**src/rtl/burst_addr_collector.sv**
```systemverilog
// burst_addr_collector
// Collapses a per-beat address stream back into burst descriptors
// (start address + offset of last beat). Runs of consecutive addresses form
// one burst. A burst closes when it reaches its maximum length, when a
// non-consecutive beat arrives, or when flush is held high.
// Optional feature macro: BURST_COLLECT_STATS_EN adds stat_bursts, a
// saturating count of emitted descriptors.
module burst_addr_collector #(
    parameter int ADDR_WIDTH    = 20,
    parameter int COUNTER_WIDTH = 4
) (
    input  logic                     clk,
    input  logic                     rst,
    input  logic                     in_valid,
    output logic                     in_ready,
    input  logic [ADDR_WIDTH-1:0]    in_addr,
    input  logic                     flush,
    output logic                     out_valid,
    input  logic                     out_ready,
    output logic [ADDR_WIDTH-1:0]    out_start_addr,
    output logic [COUNTER_WIDTH-1:0] out_count,
`ifdef BURST_COLLECT_STATS_EN
    output logic [15:0]              stat_bursts,
`endif
    output logic                     busy
);

    localparam logic [0:0] IDLE    = 1'b0;
    localparam logic [0:0] COLLECT = 1'b1;

    localparam logic [COUNTER_WIDTH-1:0] CNT_MAX  = '1;
    localparam logic [COUNTER_WIDTH-1:0] CNT_LAST = CNT_MAX - COUNTER_WIDTH'(1);

    logic [0:0]               state_q, state_d;
    logic [ADDR_WIDTH-1:0]    base_q, base_d;
    logic [COUNTER_WIDTH-1:0] cnt_q, cnt_d;
    logic                     out_valid_q, out_valid_d;
    logic [ADDR_WIDTH-1:0]    out_start_addr_q, out_start_addr_d;
    logic [COUNTER_WIDTH-1:0] out_count_q, out_count_d;

    logic                     out_free;
    logic                     accept;
    logic                     contig;
    logic [ADDR_WIDTH:0]      next_addr;
    logic                     emit;
    logic [ADDR_WIDTH-1:0]    emit_base;
    logic [COUNTER_WIDTH-1:0] emit_cnt;

    // Handshake and contiguity; the extra top bit makes an address wrap a burst break.
    always_comb begin
        out_free  = ~out_valid_q | out_ready;
        in_ready  = out_free & ~flush;
        accept    = in_valid & in_ready;
        next_addr = {1'b0, base_q}
                  + {{(ADDR_WIDTH + 1 - COUNTER_WIDTH){1'b0}}, cnt_q}
                  + (ADDR_WIDTH + 1)'(1);
        contig    = ({1'b0, in_addr} == next_addr);
    end

    // Burst tracking FSM and output register loading.
    always_comb begin
        state_d          = state_q;
        base_d           = base_q;
        cnt_d            = cnt_q;
        out_valid_d      = out_valid_q & ~out_ready;
        out_start_addr_d = out_start_addr_q;
        out_count_d      = out_count_q;
        emit             = 1'b0;
        emit_base        = base_q;
        emit_cnt         = cnt_q;
        case (state_q)
            IDLE: begin
                if (accept) begin
                    base_d  = in_addr;
                    cnt_d   = '0;
                    state_d = COLLECT;
                end
            end
            default: begin
                if (accept) begin
                    if (contig) begin
                        if (cnt_q == CNT_LAST) begin
                            emit     = 1'b1;
                            emit_cnt = CNT_MAX;
                            cnt_d    = '0;
                            state_d  = IDLE;
                        end else begin
                            cnt_d = cnt_q + COUNTER_WIDTH'(1);
                        end
                    end else begin
                        emit   = 1'b1;
                        base_d = in_addr;
                        cnt_d  = '0;
                    end
                end else if (flush && out_free) begin
                    emit    = 1'b1;
                    state_d = IDLE;
                end
            end
        endcase
        if (emit) begin
            out_valid_d      = 1'b1;
            out_start_addr_d = emit_base;
            out_count_d      = emit_cnt;
        end
    end

    // State and output registers.
    always_ff @(posedge clk or posedge rst) begin
        if (rst) begin
            state_q          <= IDLE;
            base_q           <= '0;
            cnt_q            <= '0;
            out_valid_q      <= 1'b0;
            out_start_addr_q <= '0;
            out_count_q      <= '0;
        end else begin
            state_q          <= state_d;
            base_q           <= base_d;
            cnt_q            <= cnt_d;
            out_valid_q      <= out_valid_d;
            out_start_addr_q <= out_start_addr_d;
            out_count_q      <= out_count_d;
        end
    end

`ifdef BURST_COLLECT_STATS_EN
    logic [15:0] stat_q, stat_d;

    // Saturating count of emitted descriptors.
    always_comb begin
        stat_d = stat_q;
        if (emit && (stat_q != 16'hFFFF)) begin
            stat_d = stat_q + 16'd1;
        end
    end

    // Statistics register.
    always_ff @(posedge clk or posedge rst) begin
        if (rst) begin
            stat_q <= '0;
        end else begin
            stat_q <= stat_d;
        end
    end

    assign stat_bursts = stat_q;
`endif

    assign out_valid      = out_valid_q;
    assign out_start_addr = out_start_addr_q;
    assign out_count      = out_count_q;
    assign busy           = (state_q == COLLECT);

endmodule
```
**config.mk**
```make
export PLATFORM = sky130hd
export DESIGN_NAME = burst_addr_collector
export DESIGN_NICKNAME = d
export VERILOG_FILES = /design/src/rtl/burst_addr_collector.sv
export SDC_FILE = /design/constraint.sdc
export NUM_CORES = 1
export LEC_CHECK = 0
export BUFFER_PORTS_ARGS = -buffer_cell sky130_fd_sc_hd__buf_2
export CELL_PAD_IN_SITES_DETAIL_PLACEMENT = 1
export CELL_PAD_IN_SITES_GLOBAL_PLACEMENT = 1
export CORE_ASPECT_RATIO = 1.25
export CORE_MARGIN = 2
export CORE_UTILIZATION = 40
export DETAILED_ROUTE_END_ITERATION = 12
export PLACE_DENSITY_LB_ADDON = 0.1
export SLEW_MARGIN = 20
export SYNTH_ARGS = -nofsm -noshare
export SYNTH_HDL_FRONTEND = slang
export SYNTH_SLANG_ARGS = --single-unit
```
**constraint.sdc**
```tcl
create_clock -name clk -period 3.8 [get_ports clk]
set_clock_uncertainty 0.2 [all_clocks]
set_input_delay 0.38 -clock clk [delete_from_list [all_inputs] [get_ports clk]]
set_output_delay 0.38 -clock clk [all_outputs]
set_load 0.1 [all_outputs]
```
==> results.cfg, run 1 <==
[sta]
period_share_pct = 94.86
worstMarginPinSlew_ns = 0.8642
worst_slack_ns = 0.1952
fin_worst_hold_slack_ns = 0.01671
timing.final.crit_period_ns = 3.605
maxSlewViolCount = 0
fmax_ghz = 0.2774
setup_violations = 0
maxSlewHeadroom_pct = 42.32
final_hold_viol_count = 0

[critical_path]
r2r_slack_ns = 0.20
endpoint_kind = flip-flop
path_class = reg -> reg
r2r_end = out_start_addr[2]
cp.required_ns = 3.79
arrival_ns = 3.60
critical_path.max_fanout = 8
crit_path_start_kind = flip-flop
r2r_cells = 15
r2r-start = cnt_q[0]

[synthesis]
ys_warn_count = 0
synthFlopType = dfrtp_1
synth_cell_types = 53
async_reset_ff_share_pct = 100.0
syn_nets = 292
synthAdderAreaFrac_pct = 3.110
synth_seq_cells = 50
synth-edff-count = 0
synth_xor_area_share_pct = 7.160
synth_compound_area_share_pct = 10.97
yosysSeqAreaShare_pct = 40.92
synth_top_family_by_area = multiplexers
synth_cells = 260
synth_area_um2 = 3058
yosys.area_share.simple_pct = 12.93
synth_area_per_cell_um2 = 11.76
muxShareOfSynthArea_pct = 21.44

[detailed_routing]
drt-total-wl_um = 7247
num_vias = 2280
routed_via_density = 5.416
wl_per_cell_um = 17.21
remaining_drc_errors = 0
drtIter0Drc = 49
top_layer_used = met4
dr_wl_met2_um = 3865
wl_met3_um = 226
drt-met1-wl_um = 3063
dr.pass1.iters = 4
drtAntennaViolNets = 0

[placed_design]
placed_area_um2 = 3471
dpl.hpwl_um = 5407
gp_congestion = 0.8394
port_buffers = 51
dp_slack_ns = -0.05510

[clock_network]
cts.hold.buffers_added = 0
numCtsBuffers = 5
clkTransAtPathRegs_ns = 0.09
cts_root_buf = clkbuf_8
cts_max_level = 2
cts_tree = yes
clockBufferDepth = 2
clock_latency_ns = 0.30
cts.sinks = 50

[final_layout]
multiInputGateArea_um2 = 1710
final_cell_mix = buf_2, dfrtp_1, mux2_4
fillers = 815
nets = 361
final_util_pct = 48.98
area_growth_syn_to_layout_pct = 18.54
regArea_um2 = 1251
drive_gt1_share_pct = 40.12
fin_area_um2 = 3625
layout_commonest_cell = buf_2
antenna_cells = 0

[floorplan]
die_area_um2 = 8365
die_x_um = 82.21
io_pins = 52
die_h_um = 101.8
core_area_um2 = 7401
rows = 35
initial_core_util_pct = 41.32

[power]
ir_worst_vdd_mv = 0.5884
fin_total_pwr_mw = 2.606
powerDensity_nw_per_um2 = 719.0
power_leakage_nw = 1.658

[flow_run]
drv_cap = 0

[global_routing]
grt_start_max_net_pins = 51
grt_pass1_vias = 2338
grt_usage_pct = 18.74
grt_overflow = 0
antenna_found_initial = 0
grt_pass1_wl_um = 11920

[hold_path]
min_path_type = in -> async

[run_status]
status = completed
==> power breakdown <==
group | internal [mW] | leakage, nW | switching [mW] | total, mW
clock network | 0.127 | 0.0383 | 0.171 | 0.298
registers | 0.684 | 0.608 | 0.144 | 0.828
logic | 0.406 | 1.01 | 1.07 | 1.48
==> registers in the layout (all words and copies together), names as in the netlist <==
signal	count
base_q	20
out_start_addr	20
cnt_q	4
out_count	4
busy	1
out_valid	1
==> worst max-delay path: stages (launching register included) <==
cell      delay, ns
dfrtp_1        0.35
inv_1          0.06
ha_1           0.19
inv_1          0.07
fa_2           0.24
a211oi_4       0.08
buf_4          0.14
or4_1          0.52
o211ai_1       0.18
nor2b_2        0.18
nand4_1        0.16
nor4b_4        0.34
buf_4          0.18
o21ai_4        0.08
buf_4          0.21
mux2_4         0.30
==> logic make-up after synthesis <==
group | after synthesis
AO/OA/AOI/OAI | 45
XOR/XNOR | 25
adder cells (fa/ha/maj) | 7
buffers and inverters | 19
flip-flops | 50
multiplexers | 46
AND/OR/NAND/NOR | 68
==> per-layer routing <==
layer  up-vias  track usage [%]
li1       1084                -
met1      1154            23.75
met2        36            32.94
met3         6            2.496
met4         0            5.128
met5         -                0
==> synth_stat cells, types with 2 or more instances <==
cell | number | area share (%)
nand2_1 | 16 | 2.0
a22oi_1 | 2 | 0.49
or4_1 | 3 | 0.74
nand4_1 | 8 | 1.6
o2111ai_1 | 2 | 0.57
o21ai_0 | 6 | 0.98
dfrtp_1 | 50 | 41
o31ai_1 | 2 | 0.49
a211oi_1 | 3 | 0.74
nor2b_1 | 4 | 0.82
xor2_1 | 11 | 3.2
a21oi_1 | 9 | 1.5
and3_1 | 2 | 0.41
o211ai_1 | 4 | 0.98
xnor2_1 | 14 | 4.0
buf_6 | 4 | 1.5
inv_1 | 9 | 1.1
mux2_4 | 38 | 19
nor2_1 | 6 | 0.74
a21o_1 | 3 | 0.74
nor3_2 | 2 | 0.65
nand3_1 | 10 | 1.6
ha_1 | 6 | 2.5
and4_1 | 2 | 0.57
mux2i_1 | 4 | 1.3
a31oi_1 | 2 | 0.41
and2_1 | 2 | 0.41
nor3b_1 | 3 | 0.74
nor3_1 | 3 | 0.49
buf_2 | 3 | 0.49
mux2_2 | 4 | 1.5
nand2b_1 | 2 | 0.41
==> what timing repair did <==
item | 4_1_cts | 5_1_grt
gates cloned | 0 | 0
endpoints found under the setup margin | 39 | 34
buffers inserted | 0 | 5
resized for setup | 2 | 2
pin swaps | 2 | 2
==> worst max path at each step <==
stage	startpoint	cells past startpoint	end	slack, ns
finish	cnt_q[0]	15	out_start_addr[2]	0.20
global route	cnt_q[0]	15	out_start_addr[0]	-0.005
floorplan	cnt_q[0]	13	out_start_addr[10]	0.01
detailed placement	cnt_q[0]	13	out_start_addr[17]	-0.06
global placement	cnt_q[0]	13	out_start_addr[17]	0.04
CTS	cnt_q[0]	13	out_start_addr[4]	-0.01
==> final cells by class <==
class | instances | share of cell area [%]
multi-input combinational | 191 | 47.19
tap | 92 | 3.176
timing repair buffer | 72 | 12.05
inverter | 9 | 0.9665
clock buffer | 7 | 2.106
sequential | 50 | 34.52
==> metrics by stage <==
step | std cells | TNS (ns)
6_report | 421 | 0
5_1_grt | 421 | -0.01771
4_1_cts | 415 | -0.03742
3_5_place_dp | 408 | -0.6355
3_3_place_gp | 408 | 0
2_1_floorplan | 260 | 0
No activity file was read; power rests on OpenSTA's default activity.
==> run 2, diff against run 1 <==
--- a/config.mk
+++ b/config.mk
@@ -8,7 +8,6 @@
 export BUFFER_PORTS_ARGS = -buffer_cell sky130_fd_sc_hd__buf_2
 export CELL_PAD_IN_SITES_DETAIL_PLACEMENT = 1
 export CELL_PAD_IN_SITES_GLOBAL_PLACEMENT = 1
-export CORE_ASPECT_RATIO = 1.25
 export CORE_MARGIN = 2
 export CORE_UTILIZATION = 40
 export DETAILED_ROUTE_END_ITERATION = 12
==> run 2 against run 1 <==
Compared with the run above:
- die area hardly changed
- global-route usage fell by 0.28 points
- hold slack improved by 0.0025 ns
- via count up 2.0%
- flip-flop and latch count did not move
- maximum frequency shrank 0.71%
- clock power grew 10%
==> results.cfg, run 2 (same netlist as run 1, synthesis figures left out) <==
[run_status]
status = completed

[sta]
maxSlewViolCount = 0
fin_worst_hold_slack_ns = 0.01917
final_hold_viol_count = 0
setup_violations = 0
worstMarginPinSlew_ns = 1.203
period_share_pct = 95.55
worst_slack_ns = 0.1693
maxSlewHeadroom_pct = 19.40
fmax_ghz = 0.2754
fin_setup_tns_ns = 0
timing.final.crit_period_ns = 3.631

[floorplan]
io_pins = 52
rows = 31
die_x_um = 91.44
die_area_um2 = 8360
core_area_um2 = 7331
initial_core_util_pct = 41.71
die_h_um = 91.44

[clock_network]
cts.hold.buffers_added = 0
cts_tree = yes
numCtsBuffers = 5
clock_latency_ns = 0.31
cts_max_level = 2
clkTransAtPathRegs_ns = 0.09
cts_root_buf = clkbuf_8
cts.sinks = 50
clockBufferDepth = 2

[critical_path]
crit_path_start_kind = flip-flop
cp.required_ns = 3.80
cp_num_buf_inv = 3
crit_path_max_incr_delay_ns = 0.48
endpoint_kind = flip-flop
critPathSlowestCell = or4_1
path_cells = inv_1, ha_2, inv_1, fa_2, a211oi_4, nor3_2, or4_1, o211ai_1, o2111ai_2, nor4b_4, buf_4, o21ai_4, mux2_4
cp_top_family = simple AND/OR/NAND/NOR gates
crit_top_cell = inv_1
critical_path.max_fanout = 6
arrival_ns = 3.63
path_class = reg -> reg

[final_layout]
nets = 361
final_cell_mix = buf_2, dfrtp_1, mux2_4
final_util_pct = 50.04
area_growth_syn_to_layout_pct = 19.97
fillers = 815
antenna_cells = 0
layout_commonest_cell = buf_2
drive_gt1_share_pct = 40.91
fin_area_um2 = 3669

[detailed_routing]
routed_via_density = 5.422
drt-total-wl_um = 7826
num_vias = 2326
dr.pass1.iters = 4
remaining_drc_errors = 0
wl_per_cell_um = 18.24
drtIter0Drc = 78
drtAntennaViolNets = 0

[power]
powerDensity_nw_per_um2 = 721.1
ir_worst_vdd_mv = 0.3448
power_leakage_nw = 1.660

[global_routing]
grt_pass1_wl_um = 12350
grt_pass1_vias = 2530
antenna_found_initial = 0
grt_start_max_net_pins = 51
grt_usage_pct = 18.45
grt_overflow = 0

[placed_design]
port_buffers = 51
placed_area_um2 = 3465
dpl.hpwl_um = 5213
gp_congestion = 0.8323
dp_slack_ns = -0.02733

[hold_path]
min_path_type = in -> async

[flow_run]
drv_cap = 0
-- run 2: cell types whose count changed in the layout (fill, tap and decap cells not counted), sizes merged --
cell,before,now
buf,72,69
clkinv,1,2
o21ai,7,10
-- run 2: final timing paths --
| check | endpoint | cells after the start | from | slack, ns |
|---|---|---|---|---|
| worst max-delay path | out_start_addr[2] | 13 | cnt_q[0] | 0.17 |
| worst min-delay path | out_start_addr[2] | 2 | rst | 0.02 |
| worst max register to register | out_start_addr[2] | 13 | cnt_q[0] | 0.17 |
| worst min register to register | out_start_addr[18] | 1 | out_start_addr[18] | 0.31 |
| max in group asynchronous | out_start_addr[15] | 2 | rst | 2.87 |
| min in group clk | base_q[12] | 2 | in_addr[12] | 0.13 |
-- run 2: worst register-to-register path, delay by kind of cell, from the launching register on --
family	cells	cell delay, ns
flops	1	0.39
buf+inv	3	0.35
fa+ha+maj	2	0.57
compound gates	4	0.66
simple gates	3	0.96
mux	1	0.39
-- run 2: cell type report --
cell class	count	area [um2]	area share, %
multi-input cells	194	1765	48.12
flip-flops and latches	50	1251	34.11
repair buffers	69	401.6	10.95
well taps	99	123.9	3.377
clock buffers	7	86.33	2.353
inverters	9	35.03	0.9550
clock inverters	1	5.005	0.1364
-- run 2: power breakdown --
group / leakage, nW / switching, mW / internal (mW)
clock network: 0.0482 / 0.181 / 0.147
registers: 0.608 / 0.138 / 0.684
logic: 1.00 / 1.09 / 0.402
total: 1.66 / 1.41 / 1.23
-- run 2: what timing repair did --
item / in CTS / in global routing
setup buffers: 1 / 4
pin swaps: 2 / 7
gates cloned: 0 / 3
setup endpoints to repair: 42 / 47
resized for setup: 2 / 8
-- run 2: per-layer routing --
layer | vias to the layer above | part of all wire (%) | GRT usage, %
met5 | - | 0 | 0
met4 | 0 | 2.2 | 6.313
met3 | 14 | 3.5 | 2.407
met2 | 45 | 50 | 31.50
met1 | 1175 | 44 | 23.97
li1 | 1092 | - | -
-- run 2: through the flow --
step	std cells	power, mW
5_1_grt	429	2.770
4_1_cts	422	2.648
2_1_floorplan	260	2.059
6_report	429	2.645
3_3_place_gp	413	2.287
3_5_place_dp	413	2.301
==> run 3, diff against run 2 <==
--- a/config.mk
+++ b/config.mk
@@ -12,6 +12,7 @@
 export CORE_UTILIZATION = 40
 export DETAILED_ROUTE_END_ITERATION = 12
 export PLACE_DENSITY_LB_ADDON = 0.1
+export REMOVE_ABC_BUFFERS = 1
 export SLEW_MARGIN = 20
 export SYNTH_ARGS = -nofsm -noshare
 export SYNTH_HDL_FRONTEND = slang
==> constraint.sdc (replaced) <==
create_clock -name clk -period 3.8 [get_ports clk]
set_clock_uncertainty 0.2 [all_clocks]
set_input_delay 0.57 -clock clk [delete_from_list [all_inputs] [get_ports clk]]
set_output_delay 0.57 -clock clk [all_outputs]
set_load 0.1 [all_outputs]
==> run 3 against run 2 <==
Compared with the run above:
- sequential share of layout area grew 0.058 points
- register-to-register slack is essentially flat
- global-route usage shrank 1.0 points
- combinational power about the same
- hold slack improved by 0.17 ns
- routed wire length shrank 8.3%
- die area unchanged
- critical path type unchanged
- critical endpoint is now base_q[6]
- largest cell class unchanged
- largest power group unchanged
- highest routed layer unchanged
==> results.cfg, run 3 (same netlist as run 1, synthesis figures left out) <==
[critical_path]
endpoint_kind = flip-flop
path_class = reg -> reg
arrival_ns = 3.64
crit_path_start_kind = flip-flop
critical_path.max_fanout = 10
cp.required_ns = 3.80

[sta]
timing.final.crit_period_ns = 3.638
maxSlewHeadroom_pct = 42.63
period_share_pct = 95.73
maxSlewViolCount = 0
worstMarginPinSlew_ns = 0.8595
final_hold_viol_count = 0
setup_violations = 0
worst_slack_ns = 0.1622
fmax_ghz = 0.2749

[detailed_routing]
routed_via_density = 5.288
num_vias = 2258
wl_per_cell_um = 16.81
drtIter0Drc = 35
drtAntennaViolNets = 0
dr.pass1.iters = 4
drt-total-wl_um = 7178
remaining_drc_errors = 0

[placed_design]
placed_area_um2 = 3455
dp_slack_ns = -0.1197
gp_congestion = 0.7641
post-place-cells = 412
dpl.hpwl_um = 5172
port_buffers = 51

[global_routing]
grt_pass1_wl_um = 11750
grt_start_max_net_pins = 51
antenna_found_initial = 0
grt_overflow = 0
grt_usage_pct = 17.41
grt_pass1_vias = 2372

[floorplan]
io_pins = 52
initial_core_util_pct = 41.71
die_h_um = 91.44
core_area_um2 = 7331
die_area_um2 = 8360
die_x_um = 91.44
rows = 31

[final_layout]
area_growth_syn_to_layout_pct = 19.76
fin_area_um2 = 3662
final_cells = 427
nets = 359
fillers = 804
drive_gt1_share_pct = 39.94
final_cell_mix = buf_2, dfrtp_1, mux2_4
layout_commonest_cell = buf_2
antenna_cells = 0

[clock_network]
clockBufferDepth = 2
clkTransAtPathRegs_ns = 0.10
clock_latency_ns = 0.31
numCtsBuffers = 5
cts_tree = yes
cts_root_buf = clkbuf_8
cts.sinks = 50
cts_max_level = 2

[flow_run]
drv_cap = 0

[hold_path]
min_path_type = in -> async

[run_status]
status = completed

[power]
powerDensity_nw_per_um2 = 733.9
ir_worst_vdd_mv = 0.3559
fin_total_pwr_mw = 2.688
power_leakage_nw = 1.656
## run 3: changes by cell type in the layout (fill, tap and decap cells not counted)
cell and delta:
o21ai_4 -2, buf_12 +1, buf_4 -1, bufinv_16 +1
clkbuf_8 -1, clkinv_2 -1, clkinvlp_4 +1, ha_1 +1
ha_2 -1, nor2b_1 +1, nor2b_2 -1
## run 3: worst paths after layout
check / from / endpoint / slack [ns] / depth (start not counted)
worst max-delay path: cnt_q[0] / base_q[6] / 0.16 / 15
worst min-delay path: rst / out_start_addr[17] / 0.19 / 2
worst max register to register: cnt_q[0] / base_q[6] / 0.16 / 15
worst min register to register: out_start_addr[17] / out_start_addr[17] / 0.31 / 1
max in group asynchronous: rst / out_start_addr[4] / 2.69 / 2
min in group clk: out_start_addr[17] / out_start_addr[17] / 0.31 / 1
## run 3: area by class of cell
class                           instances  area, um2  area share [%]
Clock buffer                            6      72.57           1.982
Clock inverter                          2      37.54           1.025
Inverter                                9      35.03          0.9566
Multi-Input combinational cell        192       1728           47.18
Sequential cell                        50       1251           34.16
Tap cell                               99      123.9           3.382
Timing Repair Buffer                   69      414.1           11.31
## run 3: report_power, final
part | internal (mW) | switching, mW
Combinational | 0.402 | 1.07
Sequential | 0.684 | 0.142
Clock | 0.197 | 0.192
## run 3: what timing repair did
action	4_1_cts	5_1_grt
buffers inserted	0	6
cloned	0	1
endpoints found under the setup margin	42	44
resized for setup	3	4
pin swaps	2	5
hold buffers	0	0
## run 3: critical path, cell delays in order, from the launching register on
cell and delay, ns:
dfrtp_1 0.39, inv_1 0.07, ha_1 0.16, inv_1 0.06
fa_2 0.38, a211oi_4 0.28, nor3_2 0.09, or4_1 0.47
o211ai_1 0.13, o2111ai_2 0.18, nor4b_4 0.24, buf_4 0.18
buf_6 0.13, a21oi_2 0.07, buf_6 0.18, mux2_4 0.30
## run 3: routing by layer
layer	vias up	share of wire [%]	track usage, %
li1	1082	-	-
met1	1133	45	22.92
met2	35	51	29.60
met3	8	2.7	3.071
met4	0	1.2	4.293
met5	-	0	0
## run 3: metrics by stage
stage	setup TNS, ns	utilization, %	hold slack, ns
2_1_floorplan	-18.70	-	0.3042
6_report	0	49.96	0.1927
5_1_grt	-0.3667	49.96	0.2759
3_3_place_gp	0	47.12	0.2858
3_5_place_dp	-3.100	47.12	0.2888
4_1_cts	0	48.80	0.3118
